`config.mk`:
```
export PLATFORM = sky130hd
export DESIGN_NAME = secded_encoder
export DESIGN_NICKNAME = d
export VERILOG_FILES = /design/src/rtl/secded_encoder.sv
export SDC_FILE = /design/constraint.sdc
export NUM_CORES = 1
export LEC_CHECK = 0
export CAP_MARGIN = 15
export CELL_PAD_IN_SITES_DETAIL_PLACEMENT = 2
export CELL_PAD_IN_SITES_GLOBAL_PLACEMENT = 2
export CORE_ASPECT_RATIO = 1.25
export CORE_MARGIN = 2
export CORE_UTILIZATION = 35
export DETAILED_ROUTE_END_ITERATION = 12
export GPL_ROUTABILITY_DRIVEN = 0
export HOLD_SLACK_MARGIN = 0.05
export MAX_ROUTING_LAYER = met4
export PLACE_DENSITY_LB_ADDON = 0.1
export SKIP_LAST_GASP = 1
export SYNTH_ARGS = -nofsm -noshare
export SYNTH_HDL_FRONTEND = slang
export SYNTH_SLANG_ARGS = --single-unit
```
`constraint.sdc`:
```
create_clock -name clk -period 3.6 [get_ports clk]
set_clock_uncertainty 0.15 [all_clocks]
set_input_delay 0.72 -clock clk [delete_from_list [all_inputs] [get_ports clk]]
set_output_delay 0.72 -clock clk [all_outputs]
set_load 0.005 [all_outputs]
```
`src/rtl/secded_encoder.sv`:
```
// Two-stage pipelined (39,32) extended-Hamming SECDED encoder with valid/ready flow control.
// Defining SECDED_ERR_INJECT_EN adds inj_en/inj_pos for single-bit error injection at the output.
module secded_encoder #(
  parameter int DATA_W = 32,
  parameter int CODE_W = 39,
  parameter int CNT_W  = 16
) (
  input  logic              clk,
  input  logic              rst_n,
  input  logic              in_valid,
  output logic              in_ready,
  input  logic [DATA_W-1:0] in_data,
`ifdef SECDED_ERR_INJECT_EN
  input  logic              inj_en,
  input  logic [5:0]        inj_pos,
`endif
  output logic              out_valid,
  input  logic              out_ready,
  output logic [CODE_W-1:0] out_code,
  output logic [CNT_W-1:0]  enc_count
);

  localparam int HAM_W = CODE_W - 1;

  // Bit i is set when codeword position i+1 is covered by Hamming parity bit k.
  function automatic logic [HAM_W-1:0] cover_mask(input int k);
    logic [HAM_W-1:0] m;
    m = '0;
    for (int i = 0; i < HAM_W; i++) begin
      m[i] = (((i + 1) >> k) % 2) != 0;
    end
    return m;
  endfunction

  logic              s1_valid_q, s1_valid_d;
  logic [DATA_W-1:0] s1_data_q, s1_data_d;
  logic              out_valid_q, out_valid_d;
  logic [CODE_W-1:0] out_code_q, out_code_d;
  logic [CNT_W-1:0]  enc_count_q, enc_count_d;

  logic              s2_free;
  logic              accept;
  logic              xfer;
  logic              deliver;

  logic [HAM_W-1:0]  s1_scat;
  logic [5:0]        s1_par;
  logic [HAM_W-1:0]  s1_ham;
  logic [CODE_W-1:0] s2_code;

`ifdef SECDED_ERR_INJECT_EN
  logic              s1_inj_en_q, s1_inj_en_d;
  logic [5:0]        s1_inj_pos_q, s1_inj_pos_d;
`endif

  assign s2_free  = !out_valid_q || out_ready;
  assign in_ready = !s1_valid_q || s2_free;
  assign accept   = in_valid && in_ready;
  assign xfer     = s1_valid_q && s2_free;
  assign deliver  = out_valid_q && out_ready;

  // Data bits occupy every non-power-of-two position, in ascending order.
  always_comb begin
    s1_scat        = '0;
    s1_scat[2]     = s1_data_q[0];
    s1_scat[6:4]   = s1_data_q[3:1];
    s1_scat[14:8]  = s1_data_q[10:4];
    s1_scat[30:16] = s1_data_q[25:11];
    s1_scat[37:32] = s1_data_q[31:26];
  end

  for (genvar k = 0; k < 6; k++) begin : g_par
    assign s1_par[k] = ^(s1_scat & cover_mask(k));
  end

  always_comb begin
    s1_ham     = s1_scat;
    s1_ham[0]  = s1_par[0];
    s1_ham[1]  = s1_par[1];
    s1_ham[3]  = s1_par[2];
    s1_ham[7]  = s1_par[3];
    s1_ham[15] = s1_par[4];
    s1_ham[31] = s1_par[5];
  end

  // Injection flips the final codeword, so the overall parity no longer matches.
  always_comb begin
    s2_code = {^s1_ham, s1_ham};
`ifdef SECDED_ERR_INJECT_EN
    if (s1_inj_en_q && (s1_inj_pos_q < 6'(CODE_W))) begin
      s2_code[s1_inj_pos_q] = ~s2_code[s1_inj_pos_q];
    end
`endif
  end

  always_comb begin
    s1_valid_d = s1_valid_q;
    s1_data_d  = s1_data_q;
    if (accept) begin
      s1_valid_d = 1'b1;
      s1_data_d  = in_data;
    end else if (xfer) begin
      s1_valid_d = 1'b0;
    end
  end

`ifdef SECDED_ERR_INJECT_EN
  always_comb begin
    s1_inj_en_d  = s1_inj_en_q;
    s1_inj_pos_d = s1_inj_pos_q;
    if (accept) begin
      s1_inj_en_d  = inj_en;
      s1_inj_pos_d = inj_pos;
    end
  end
`endif

  always_comb begin
    out_valid_d = out_valid_q;
    out_code_d  = out_code_q;
    if (xfer) begin
      out_valid_d = 1'b1;
      out_code_d  = s2_code;
    end else if (out_ready) begin
      out_valid_d = 1'b0;
    end
  end

  assign enc_count_d = enc_count_q + CNT_W'(deliver);

  always_ff @(posedge clk or negedge rst_n) begin
    if (!rst_n) begin
      s1_valid_q  <= 1'b0;
      s1_data_q   <= '0;
      out_valid_q <= 1'b0;
      out_code_q  <= '0;
      enc_count_q <= '0;
    end else begin
      s1_valid_q  <= s1_valid_d;
      s1_data_q   <= s1_data_d;
      out_valid_q <= out_valid_d;
      out_code_q  <= out_code_d;
      enc_count_q <= enc_count_d;
    end
  end

`ifdef SECDED_ERR_INJECT_EN
  always_ff @(posedge clk or negedge rst_n) begin
    if (!rst_n) begin
      s1_inj_en_q  <= 1'b0;
      s1_inj_pos_q <= '0;
    end else begin
      s1_inj_en_q  <= s1_inj_en_d;
      s1_inj_pos_q <= s1_inj_pos_d;
    end
  end
`endif

  assign out_valid = out_valid_q;
  assign out_code  = out_code_q;
  assign enc_count = enc_count_q;

endmodule

```
==> flow_summary.ini <==
[critical_path]
cp_cell_sequence = clkdlybuf4s50_1 > nand3b_1 > clkdlybuf4s50_1
path_common_cell = clkdlybuf4s50_1
r2r_end = out_code[38]$_DFFE_PN0P_
startpoint = out_ready
worstSetupPathType = input pin to output pin
cp-end-kind = output pin
crit_end = in_ready
cp_top_family = buffers and inverters
cp_max_fo = 3
crit_buf_inv = 2
regToRegStartpoint = s1_data_q[31]$_DFFE_PN0P_
regToRegSetupSlack_ns = 1.14
start_kind = input pin
crit_required_ns = 2.73
crit_path_max_incr_delay_ns = 0.52
cp.arrival_ns = 1.88
cp_slowest_cell = clkdlybuf4s50_1
cp_num_cells = 3
r2r_cells = 6

[logic_synthesis]
yosysTopAreaCell = dfrtp_1
ys_top_cells_by_area = dfrtp_1 56%, mux2_2 19%, xnor2_1 12%
seq_area_frac_synth = 0.564
synthCells = 278
synth_cell_type_count = 23
netlist.area_leader.share = 0.564
synth_nets = 316
syn-mean-instance-area_um2 = 14.2
syn-cell-area_mm2 = 0.00395
ys_seq_elements = 89
yosys_warnings = 0

[clock_tree]
cts_setup_buffers = 0
cts_resized = 0
cts_sinks = 89
clk_latency_ns = 0.34
cts_tree = built
cts-root-buf = clkbuf_16
cts_buffers = 9
clkSlewWorstSetupHoldPaths_ns = 0.06
hold_buffers = 0
clockBufferDepth = 2
cts_htree_levels = 3

[drt]
drc = 0
first_pass_iters = 4
drt-initial-drc-count = 29
vias = 2462
viasPerCell = 4.76
ant_nets = 0
wl_per_cell_um = 17.8
finalWirelength_um = 9180

[timing]
fmax_mhz = 363
slew-limit-headroom = 0.672
rsz0062_at_grt = false
finalHoldViolCount = 0
final_max_slew_viol_count = 0
setup_viol = 0
final.setup.tns_ns = 0
holdWs_ns = 0.190
finalCritPeriodShare = 0.765
timing.final.crit_period_ns = 2.75
worst_pin_slew_ns = 0.488

[floorplanning]
boundaryPins = 93
start_util = 0.358
rows = 43
die_w_um = 99.0
core_mm2 = 0.0110
dieArea_mm2 = 0.0122
die_h_um = 123

[placement]
place_area_mm2 = 0.00506
io_buffers = 92
dpl.hpwl_um = 6790

[cells_and_area]
diodes = 0
drive_above_1_share = 0.230
syn2layout_area_growth_pct = 35.0
nets = 416
final_area_mm2 = 0.00534

[run_status]
status = finished, final reports clean

[grt]
grt_remaining_overflow = 0
grt_pass1_wl_um = 15100
track_usage = 0.168
antenna_found_initial = 0
grt_max_degree = 46
first_global_vias = 2796

[power]
p_per_area_mw_per_mm2 = 729
leakagePower_nw = 2.21
ir_worst_vdd_v = 0.000326

[worst_hold_path]
holdCritPathClass = input pin to async pin

[job]
maxCapViolations = 0
==> cells in the final DEF (no fill, tap or decap) <==
cell             Yosys  routed
or3_1                1       1
nor2b_1              1       1
clkdlybuf4s50_1      0      91
xnor2_1             54      54
clkinv_2             0       3
xnor2_2              4       4
nand2_2              0       1
o21ai_0              6       6
dfrtp_1             89      89
ha_1                 2       2
nand2_1             12      11
nand2b_1             3       3
nand4_1              1       1
nand3b_1             1       1
xnor3_1              4       4
and2_1               1       1
nand3_1              6       6
clkbuf_1             4       2
clkbuf_16            0       9
nor4b_1              1       1
and3_1               1       1
xor2_1              13      13
nor2_1               4       4
and4_1               1       1
buf_4                0       4
inv_1                1       1
buf_12               0       1
mux2_2              65      65
bufinv_16            0       1
==> stage by stage <==
| step | util | instances | setup slack (ns) | total power, W |
|---|---|---|---|---|
| finish | 0.484 | 517 | 0.847 | 0.00389 |
| global route | 0.484 | 517 | 0.810 | 0.00412 |
| CTS | 0.484 | 517 | 0.839 | 0.00397 |
| detailed placement | 0.459 | 502 | 0.729 | 0.00303 |
| global placement | 0.459 | 502 | 0.789 | 0.00297 |
| floorplan | - | 278 | 1.33 | 0.00240 |
==> layer usage <==
layer  GRT usage  vias to the layer above  wire [um]
met4      0.0591                        0        144
met1       0.203                     1265       3870
met3      0.0336                       11        326
li1            -                     1132          -
met2       0.282                       54       4840
met5           -                        -          0
==> synth_stat cells <==
cell type / n
dfrtp_1: 89
mux2_2: 65
xnor2_1: 54
xor2_1: 13
nand2_1: 12
nand3_1: 6
o21ai_0: 6
clkbuf_1: 4
nor2_1: 4
xnor2_2: 4
xnor3_1: 4
buf_1: 3
nand2b_1: 3
ha_1: 2
and2_1: 1
and3_1: 1
and4_1: 1
inv_1: 1
nand3b_1: 1
nand4_1: 1
nor2b_1: 1
nor4b_1: 1
or3_1: 1
==> logic make-up (layout without fill, tap and decap cells) <==
logic type | Yosys count | count (layout) | synth area share
AO/OA/AOI/OAI | 6 | 6 | 0.00760
adder cells (fa/ha/maj) | 2 | 2 | 0.00633
XOR/XNOR | 75 | 75 | 0.188
buffers and inverters | 8 | 112 | 0.00760
AND/OR/NAND/NOR | 33 | 33 | 0.0418
multiplexers | 65 | 65 | 0.185
flip-flops | 89 | 89 | 0.564
==> power breakdown <==
group          switching (W)  internal (W)  total, W
combinational       0.000549       0.00101   0.00155
sequential          0.000193       0.00123   0.00142
clock               0.000380      0.000531  0.000911
total                0.00112       0.00277   0.00389
==> final cells by class <==
type,instances,area [um2]
clock buffer,11,233
clock inverter,4,45.0
fill,1060,5690
inverter,1,3.75
multi-input combinational,181,1700
sequential,89,2230
tap,135,169
timing repair buffer,96,961
==> worst min path at each step <==
stage	startpoint	to	cells past startpoint
final	rst_n	enc_count[6]$_DFF_PN0_	1
after global routing	rst_n	enc_count[6]$_DFF_PN0_	1
after CTS	rst_n	enc_count[5]$_DFF_PN0_	1
after detailed placement	enc_count[15]$_DFF_PN0_	enc_count[15]$_DFF_PN0_	1
after global placement	out_code[15]$_DFFE_PN0P_	out_code[15]$_DFFE_PN0P_	2
after floorplan	rst_n	enc_count[0]$_DFF_PN0_	0
==> sequential cells by signal, summed over array words and instances (netlist names) <==
signal and flops:
out_code 39, s1_data_q 32, enc_count 16, out_valid 1
s1_valid_q 1
Note: power is estimated with default switching activity, not from simulation.
